$ cat src/rtl/rd53b_command_process.sv
// RD53B command stream decoder: symbol decode, chip-ID filtering, command strobes and CAL injection timing.
// Optional CAL_aux generation is enabled by defining CAL_AUX_EN; otherwise CAL_aux is tied low.
module rd53b_command_process (
   input  logic        clk80,
   input  logic        reset,
   input  logic        data_in_valid,
   input  logic [7:0]  data_in,
   input  logic [3:0]  chip_id,
   output logic        clear,
   output logic        pulse,
   output logic        cal,
   output logic        wrreg,
   output logic        rdreg,
   output logic        sync,
   output logic [15:0] data_out,
   output logic        data_out_valid,
   output logic [8:0]  register_address,
   output logic        register_address_valid,
   output logic        CAL_edge,
   output logic        CAL_aux
);

   typedef enum logic [1:0] {IDLE, SYNC2, ID, DATA} state_t;
   typedef enum logic [2:0] {CMD_CLEAR, CMD_PULSE, CMD_CAL, CMD_RDREG, CMD_WRREG} cmd_t;

   state_t      state_q;
   cmd_t        cmd_q, newCmd_d;
   logic        match_q;
   logic [2:0]  cnt_q;
   logic [23:0] payload_q;
   logic [28:0] payload_d;
   logic        symIsData, symIsCmd, idMatch, complete, fire, calFire;
   logic [4:0]  symVal;
   logic [2:0]  payLen;
   logic        clear_q, pulse_q, cal_q, wrreg_q, rdreg_q, sync_q, dataValid_q, addrValid_q;
   logic [15:0] dataOut_q;
   logic [8:0]  addr_q;
   logic        edgeOn_q, edgePend_q, edgeMode_q;
   logic [3:0]  edgeDly_q;
   logic [4:0]  edgeWidth_q, edgeCnt_q;

   always_comb begin
      symIsData = 1'b1;
      symVal    = 5'd0;
      case (data_in)
         8'h6A: symVal = 5'd0;   8'h6C: symVal = 5'd1;   8'h71: symVal = 5'd2;   8'h72: symVal = 5'd3;
         8'h74: symVal = 5'd4;   8'h8B: symVal = 5'd5;   8'h8D: symVal = 5'd6;   8'h8E: symVal = 5'd7;
         8'h93: symVal = 5'd8;   8'h95: symVal = 5'd9;   8'h96: symVal = 5'd10;  8'h99: symVal = 5'd11;
         8'h9A: symVal = 5'd12;  8'h9C: symVal = 5'd13;  8'hA3: symVal = 5'd14;  8'hA5: symVal = 5'd15;
         8'hA6: symVal = 5'd16;  8'hA9: symVal = 5'd17;  8'h59: symVal = 5'd18;  8'hAC: symVal = 5'd19;
         8'hB1: symVal = 5'd20;  8'hB2: symVal = 5'd21;  8'hB4: symVal = 5'd22;  8'hC3: symVal = 5'd23;
         8'hC5: symVal = 5'd24;  8'hC6: symVal = 5'd25;  8'hC9: symVal = 5'd26;  8'hCA: symVal = 5'd27;
         8'hCC: symVal = 5'd28;  8'hD1: symVal = 5'd29;  8'hD2: symVal = 5'd30;  8'hD4: symVal = 5'd31;
         default: symIsData = 1'b0;
      endcase
   end

   always_comb begin
      symIsCmd = 1'b1;
      newCmd_d = CMD_CLEAR;
      case (data_in)
         8'h5A: newCmd_d = CMD_CLEAR;
         8'h5C: newCmd_d = CMD_PULSE;
         8'h63: newCmd_d = CMD_CAL;
         8'h65: newCmd_d = CMD_RDREG;
         8'h66: newCmd_d = CMD_WRREG;
         8'hAA, 8'h81: newCmd_d = CMD_CLEAR;
         default: symIsCmd = 1'b0;
      endcase
   end

   always_comb begin
      payLen = 3'd0;
      case (cmd_q)
         CMD_CAL:   payLen = 3'd3;
         CMD_RDREG: payLen = 3'd2;
         CMD_WRREG: payLen = 3'd6;
         default:   payLen = 3'd0;
      endcase
   end

   // Only the low four bits of WrReg D0 carry address, so the shift register keeps 24 bits plus the live symbol.
   assign payload_d = {payload_q, symVal};
   assign idMatch   = symVal[4] | (symVal[3:0] == chip_id);
   assign complete  = data_in_valid & symIsData &
                      (((state_q == ID) & (payLen == 3'd0)) | ((state_q == DATA) & (cnt_q == payLen - 3'd1)));
   assign fire      = complete & ((state_q == ID) ? idMatch : match_q);
   assign calFire   = fire & (cmd_q == CMD_CAL);

   always_ff @(posedge clk80 or negedge reset) begin
      if (!reset) begin
         state_q <= IDLE;  cmd_q <= CMD_CLEAR;  match_q <= 1'b0;  cnt_q <= 3'd0;  payload_q <= '0;
         {clear_q, pulse_q, cal_q, wrreg_q, rdreg_q, sync_q, dataValid_q, addrValid_q} <= '0;
         dataOut_q <= '0;
         addr_q    <= '0;
      end else begin
         {clear_q, pulse_q, cal_q, wrreg_q, rdreg_q, sync_q, dataValid_q, addrValid_q} <= '0;
         if (data_in_valid) begin
            if ((state_q == SYNC2) && (data_in == 8'h7E)) begin
               sync_q  <= 1'b1;
               state_q <= IDLE;
            end else if (symIsCmd) begin
               cmd_q <= newCmd_d;
               case (data_in)
                  8'hAA:   state_q <= IDLE;
                  8'h81:   state_q <= SYNC2;
                  default: state_q <= ID;
               endcase
            end else if (!symIsData) begin
               state_q <= IDLE;
            end else begin
               case (state_q)
                  ID: begin
                     match_q <= idMatch;
                     cnt_q   <= 3'd0;
                     state_q <= (payLen == 3'd0) ? IDLE : DATA;
                  end
                  DATA: begin
                     payload_q <= payload_d[23:0];
                     cnt_q     <= cnt_q + 3'd1;
                     if (cnt_q == payLen - 3'd1) state_q <= IDLE;
                  end
                  default: state_q <= IDLE;
               endcase
               if (fire) begin
                  case (cmd_q)
                     CMD_CLEAR: clear_q <= 1'b1;
                     CMD_PULSE: pulse_q <= 1'b1;
                     CMD_CAL:   cal_q   <= 1'b1;
                     CMD_RDREG: begin
                        rdreg_q     <= 1'b1;
                        addrValid_q <= 1'b1;
                        addr_q      <= payload_d[8:0];
                     end
                     CMD_WRREG: begin
                        wrreg_q     <= 1'b1;
                        addrValid_q <= 1'b1;
                        dataValid_q <= 1'b1;
                        addr_q      <= payload_d[28:20];
                        dataOut_q   <= {payload_d[19:5], payload_d[4]};
                     end
                     default: ;
                  endcase
               end
            end
         end
      end
   end

   // A new Cal drops CAL_edge during its strobe cycle and restarts the delay countdown.
   always_ff @(posedge clk80 or negedge reset) begin
      if (!reset) begin
         edgeOn_q <= 1'b0;  edgePend_q <= 1'b0;  edgeMode_q <= 1'b0;
         edgeDly_q <= 4'd0;  edgeWidth_q <= 5'd0;  edgeCnt_q <= 5'd0;
      end else if (calFire) begin
         edgeOn_q    <= 1'b0;
         edgePend_q  <= 1'b1;
         edgeMode_q  <= payload_d[14];
         edgeDly_q   <= payload_d[13:10];
         edgeWidth_q <= payload_d[9:5];
      end else if (edgePend_q) begin
         if (edgeDly_q == 4'd0) begin
            edgePend_q <= 1'b0;
            if (!edgeMode_q || (edgeWidth_q != 5'd0)) begin
               edgeOn_q  <= 1'b1;
               edgeCnt_q <= edgeWidth_q - 5'd1;
            end
         end else begin
            edgeDly_q <= edgeDly_q - 4'd1;
         end
      end else if (edgeOn_q && edgeMode_q) begin
         if (edgeCnt_q == 5'd0) edgeOn_q <= 1'b0;
         else                   edgeCnt_q <= edgeCnt_q - 5'd1;
      end
   end

`ifdef CAL_AUX_EN
   logic       auxPend_q, auxLevel_q, auxOut_q;
   logic [3:0] auxDly_q;

   // A pending level change due on the same edge as a new Cal still lands before the timer restarts.
   always_ff @(posedge clk80 or negedge reset) begin
      if (!reset) begin
         auxPend_q <= 1'b0;  auxLevel_q <= 1'b0;  auxOut_q <= 1'b0;  auxDly_q <= 4'd0;
      end else begin
         if (auxPend_q) begin
            if (auxDly_q == 4'd0) begin
               auxOut_q  <= auxLevel_q;
               auxPend_q <= 1'b0;
            end else begin
               auxDly_q <= auxDly_q - 4'd1;
            end
         end
         if (calFire) begin
            auxPend_q  <= 1'b1;
            auxDly_q   <= payload_d[3:0];
            auxLevel_q <= payload_d[4];
         end
      end
   end

   assign CAL_aux = auxOut_q;
`else
   assign CAL_aux = 1'b0;
`endif

   assign clear                  = clear_q;
   assign pulse                  = pulse_q;
   assign cal                    = cal_q;
   assign wrreg                  = wrreg_q;
   assign rdreg                  = rdreg_q;
   assign sync                   = sync_q;
   assign data_out               = dataOut_q;
   assign data_out_valid         = dataValid_q;
   assign register_address       = addr_q;
   assign register_address_valid = addrValid_q;
   assign CAL_edge               = edgeOn_q;

endmodule

$ cat config.mk
export PLATFORM = sky130hd
export DESIGN_NAME = rd53b_command_process
export DESIGN_NICKNAME = d
export VERILOG_FILES = /design/src/rtl/rd53b_command_process.sv
export SDC_FILE = /design/constraint.sdc
export NUM_CORES = 1
export LEC_CHECK = 0
export ABC_AREA = 1
export BUFFER_PORTS_ARGS = -buffer_cell sky130_fd_sc_hd__clkbuf_2
export CORE_ASPECT_RATIO = 0.8
export CORE_MARGIN = 2
export CORE_UTILIZATION = 45
export CTS_CLUSTER_DIAMETER = 60
export DETAILED_ROUTE_END_ITERATION = 10
export MAX_ROUTING_LAYER = met4
export PLACE_DENSITY = 0.73
export SYNTH_ARGS = -nofsm -noshare
export SYNTH_HDL_FRONTEND = slang
export SYNTH_SLANG_ARGS = --single-unit
$ cat constraint.sdc
create_clock -name clk80 -period 4.5 [get_ports clk80]
set_clock_uncertainty 0.1 [all_clocks]
set_input_delay 0.225 -clock clk80 [delete_from_list [all_inputs] [get_ports clk80]]
set_output_delay 0.225 -clock clk80 [all_outputs]
set_load 0.1 [all_outputs]
==> impl_metrics.env <==
export IMPL_die_area_um2=10600
export IMPL_worstSetupEndpointType="flip-flop"
export IMPL_synth_area_top_cells="dfrtp_1 (47%), nand2_1 (17%), o21ai_0 (5.0%)"
export IMPL_core_um2=9570
export IMPL_drive_above_1_share_pct=17.3
export IMPL_grt_usage_pct=21.1
export IMPL_maxSlewViolCount=0
export IMPL_worstPathMaxFanout=32
export IMPL_tightestPinTransition_ps=1000
export IMPL_ctsHoldBuffers=0
export IMPL_viasPerCell=5.10
export IMPL_cts_made_buffers=9
export IMPL_fmax_mhz=377
export IMPL_grt_pass1_vias=3420
export IMPL_slew_limit_headroom_pct=33.3
export IMPL_nNetsFinal=637
export IMPL_reg2reg_from="cmd_q[0]"
export IMPL_yosysWarnings=0
export IMPL_firstDrtPassIters=7
export IMPL_io_pins=50
export IMPL_h_tree_depth=3
export IMPL_maxCapViolCount=0
export IMPL_arrival_ps=2770
export IMPL_syn_inst=574
export IMPL_portBuffers=48
export IMPL_start_kind="flip-flop"
export IMPL_hp_class="in2async"
export IMPL_grt_first_pass_wirelength_um=16900
export IMPL_vias=3792
export IMPL_place_hpwl_um=7600
export IMPL_ant_nets=0
export IMPL_ys_types=35
export IMPL_regToRegSetupSlack_ps=1840
export IMPL_mostFrequentLayoutCell="nand2_1"
export IMPL_p_per_area_nw_per_um2=347
export IMPL_stdcell_count=743
export IMPL_dp_cells=727
export IMPL_cts_root_buf="clkbuf_16"
export IMPL_post_cts_resized=0
export IMPL_status="finished, violations left"
export IMPL_wl_um=10100
export IMPL_grt_setup_unrepaired="false"
export IMPL_ir_drop_mv=0.200
export IMPL_p_leak_nw=2.71
export IMPL_synth_area_um2=4400
export IMPL_post_route_drc_count=0
export IMPL_grt_antenna_before_repair=0
export IMPL_timing_setup_tns_ps=0
export IMPL_cts_sinks=82
export IMPL_drt_iter0_drc=369
export IMPL_finalSetupViolCount=0
export IMPL_fin_crit_sh_pct=59.0
export IMPL_fillers=897
export IMPL_required_ps=4620
export IMPL_violations="negative hold slack"
export IMPL_tritoncts="done"
export IMPL_syn_area_per_cell_um2=7.67
export IMPL_area_delta_synth_final_pct=13.6
export IMPL_clkTransAtPathRegs_ps=60
export IMPL_yosysSeqAreaShare_pct=46.6
export IMPL_antenna_cells=0
export IMPL_synth_top_cell_area_share_pct=46.6
export IMPL_synth_top_area_cell="dfrtp_1"
export IMPL_syn_num_nets=592
export IMPL_crit_path_end="data_out[14]"
export IMPL_grt_max_degree=83
export IMPL_initial_utilization_pct=46.0
export IMPL_whs_ps=-52.5
export IMPL_fin_crit_ps=2660
export IMPL_wl_per_cell_um=13.7
export IMPL_post_cts_setup_buffers=0
export IMPL_startpoint="cmd_q[0]"
export IMPL_finalHoldViolations=82
export IMPL_die_height_um=92.5
export IMPL_rows=32
export IMPL_die_x_um=115
export IMPL_path_class="reg2reg"
export IMPL_reg2reg_depth=11
export IMPL_grt_overflow_total=0
export IMPL_final_cell_mix="nand2_1 (197), dfrtp_1 (82), inv_1 (54), nor2_1 (52), clkbuf_2 (47)"
export IMPL_cts_buffer_depth=2
export IMPL_ys_ff_latch=82
export IMPL_clkLatencyLatePin_ps=340
export IMPL_reg2reg_to="data_out[14]"
export IMPL_gp_congestion=0.911
[cell families after synthesis]
kind of cell | after synthesis | synth area share [%]
compound gates | 89 | 12.5
xor+xnor | 9 | 1.79
fa+ha+maj | 3 | 0.852
buf+inv | 77 | 7.70
flops | 82 | 46.6
mux | 2 | 0.455
other cells | 1 | 0.0851
simple gates | 311 | 30.0
[where the power goes]
group,internal (mW),total (mW),leakage (nW),switching [mW]
Sequential,0.763,0.784,1.03,0.0213
Clock,0.445,0.742,0.152,0.297
Combinational,0.0525,0.210,1.52,0.157
Total,1.26,1.74,2.71,0.476
[cell type report]
| cell class | instances | area, um^2 | area share (%) |
|---|---|---|---|
| Multi-Input combinational cell | 415 | 2010 | 40.2 |
| Sequential cell | 82 | 2050 | 41.0 |
| Clock inverter | 6 | 66.3 | 1.33 |
| Inverter | 62 | 233 | 4.65 |
| Tap cell | 119 | 149 | 2.98 |
| Clock buffer | 10 | 239 | 4.78 |
| Timing Repair Buffer | 49 | 250 | 5.00 |
[metal layers]
metal  global-route usage [%]  routed length, um  vias to the layer above  part of all wire (%)
met1                     31.5               5150                     1745                    51
met2                     29.0               4290                      107                    42
li1                         -                  -                     1925                     -
met5                        -                  0                        -                     0
met4                     3.96                138                        0                   1.4
met3                     5.50                571                       15                   5.6
[state kept, by name, summed over array words and instances (netlist names)]
name                    flops
CAL_edge                    1
cmd_q                       3
register_address            9
match_q                     1
payload_q                  24
data_out_valid              1
clear                       1
register_address_valid      1
edgeMode_q                  1
data_out                   16
cnt_q                       3
rdreg                       1
sync                        1
edgeWidth_q                 5
pulse                       1
state_q                     2
edgeDly_q                   4
edgeCnt_q                   5
edgePend_q                  1
cal                         1
[stage by stage]
stage                     utilization, %  cell area (um^2)  hold slack, ps  power, mW  worst slack, ps
final                               52.3              5000           -52.5       1.74             1840
after global routing                52.3              5000            37.6       1.81             1590
after CTS                           52.3              5000            5.15       1.75             1860
after detailed placement            49.1              4700             365       1.01             1730
after global placement              49.1              4700             356       1.00             1820
after floorplan                        -              4400            -171      0.935             2360
[cells in the mapped netlist]
library cell and instances:
a21oi_1 3, a21oi_4 1, a22o_1 1, a31oi_1 2, a41oi_1 1, and3_1 1, buf_2 4, buf_4 2
buf_6 5, clkbuf_1 4, conb_1 1, dfrtp_1 82, ha_1 3, inv_1 54, inv_2 8, mux2i_1 2
nand2_1 197, nand2_2 3, nand3_1 28, nand3_2 1, nand3_4 2, nand3b_1 4, nand4_1 9, nor2_1 52
nor2_2 7, nor2_4 2, nor3_1 5, o211a_1 1, o21ai_0 44, o21ai_1 13, o21ai_2 19, o21bai_1 2
o22ai_1 2, xnor2_1 4, xor2_1 5
[critical path: stages, from the launching register on]
cell	delay, ps
dfrtp_1	430
inv_1	130
nand3_2	280
nand2_1	210
xor2_1	160
nand3b_1	120
o22ai_1	120
nand2_1	100
nor2_4	240
nand3_4	360
nand2_1	200
o21ai_2	70
[how the worst min path moves through the flow]
stage                      from  endpoint  slack, ps  cells past startpoint
final                     reset     clear        -50                      1
after CTS                 reset     clear          5                      1
after global placement    reset     clear        360                      1
after detailed placement  reset     clear        370                      1
after global routing      reset     clear         40                      1
after floorplan           reset  CAL_edge       -170                      0
No activity file was read; power rests on OpenSTA's default activity.
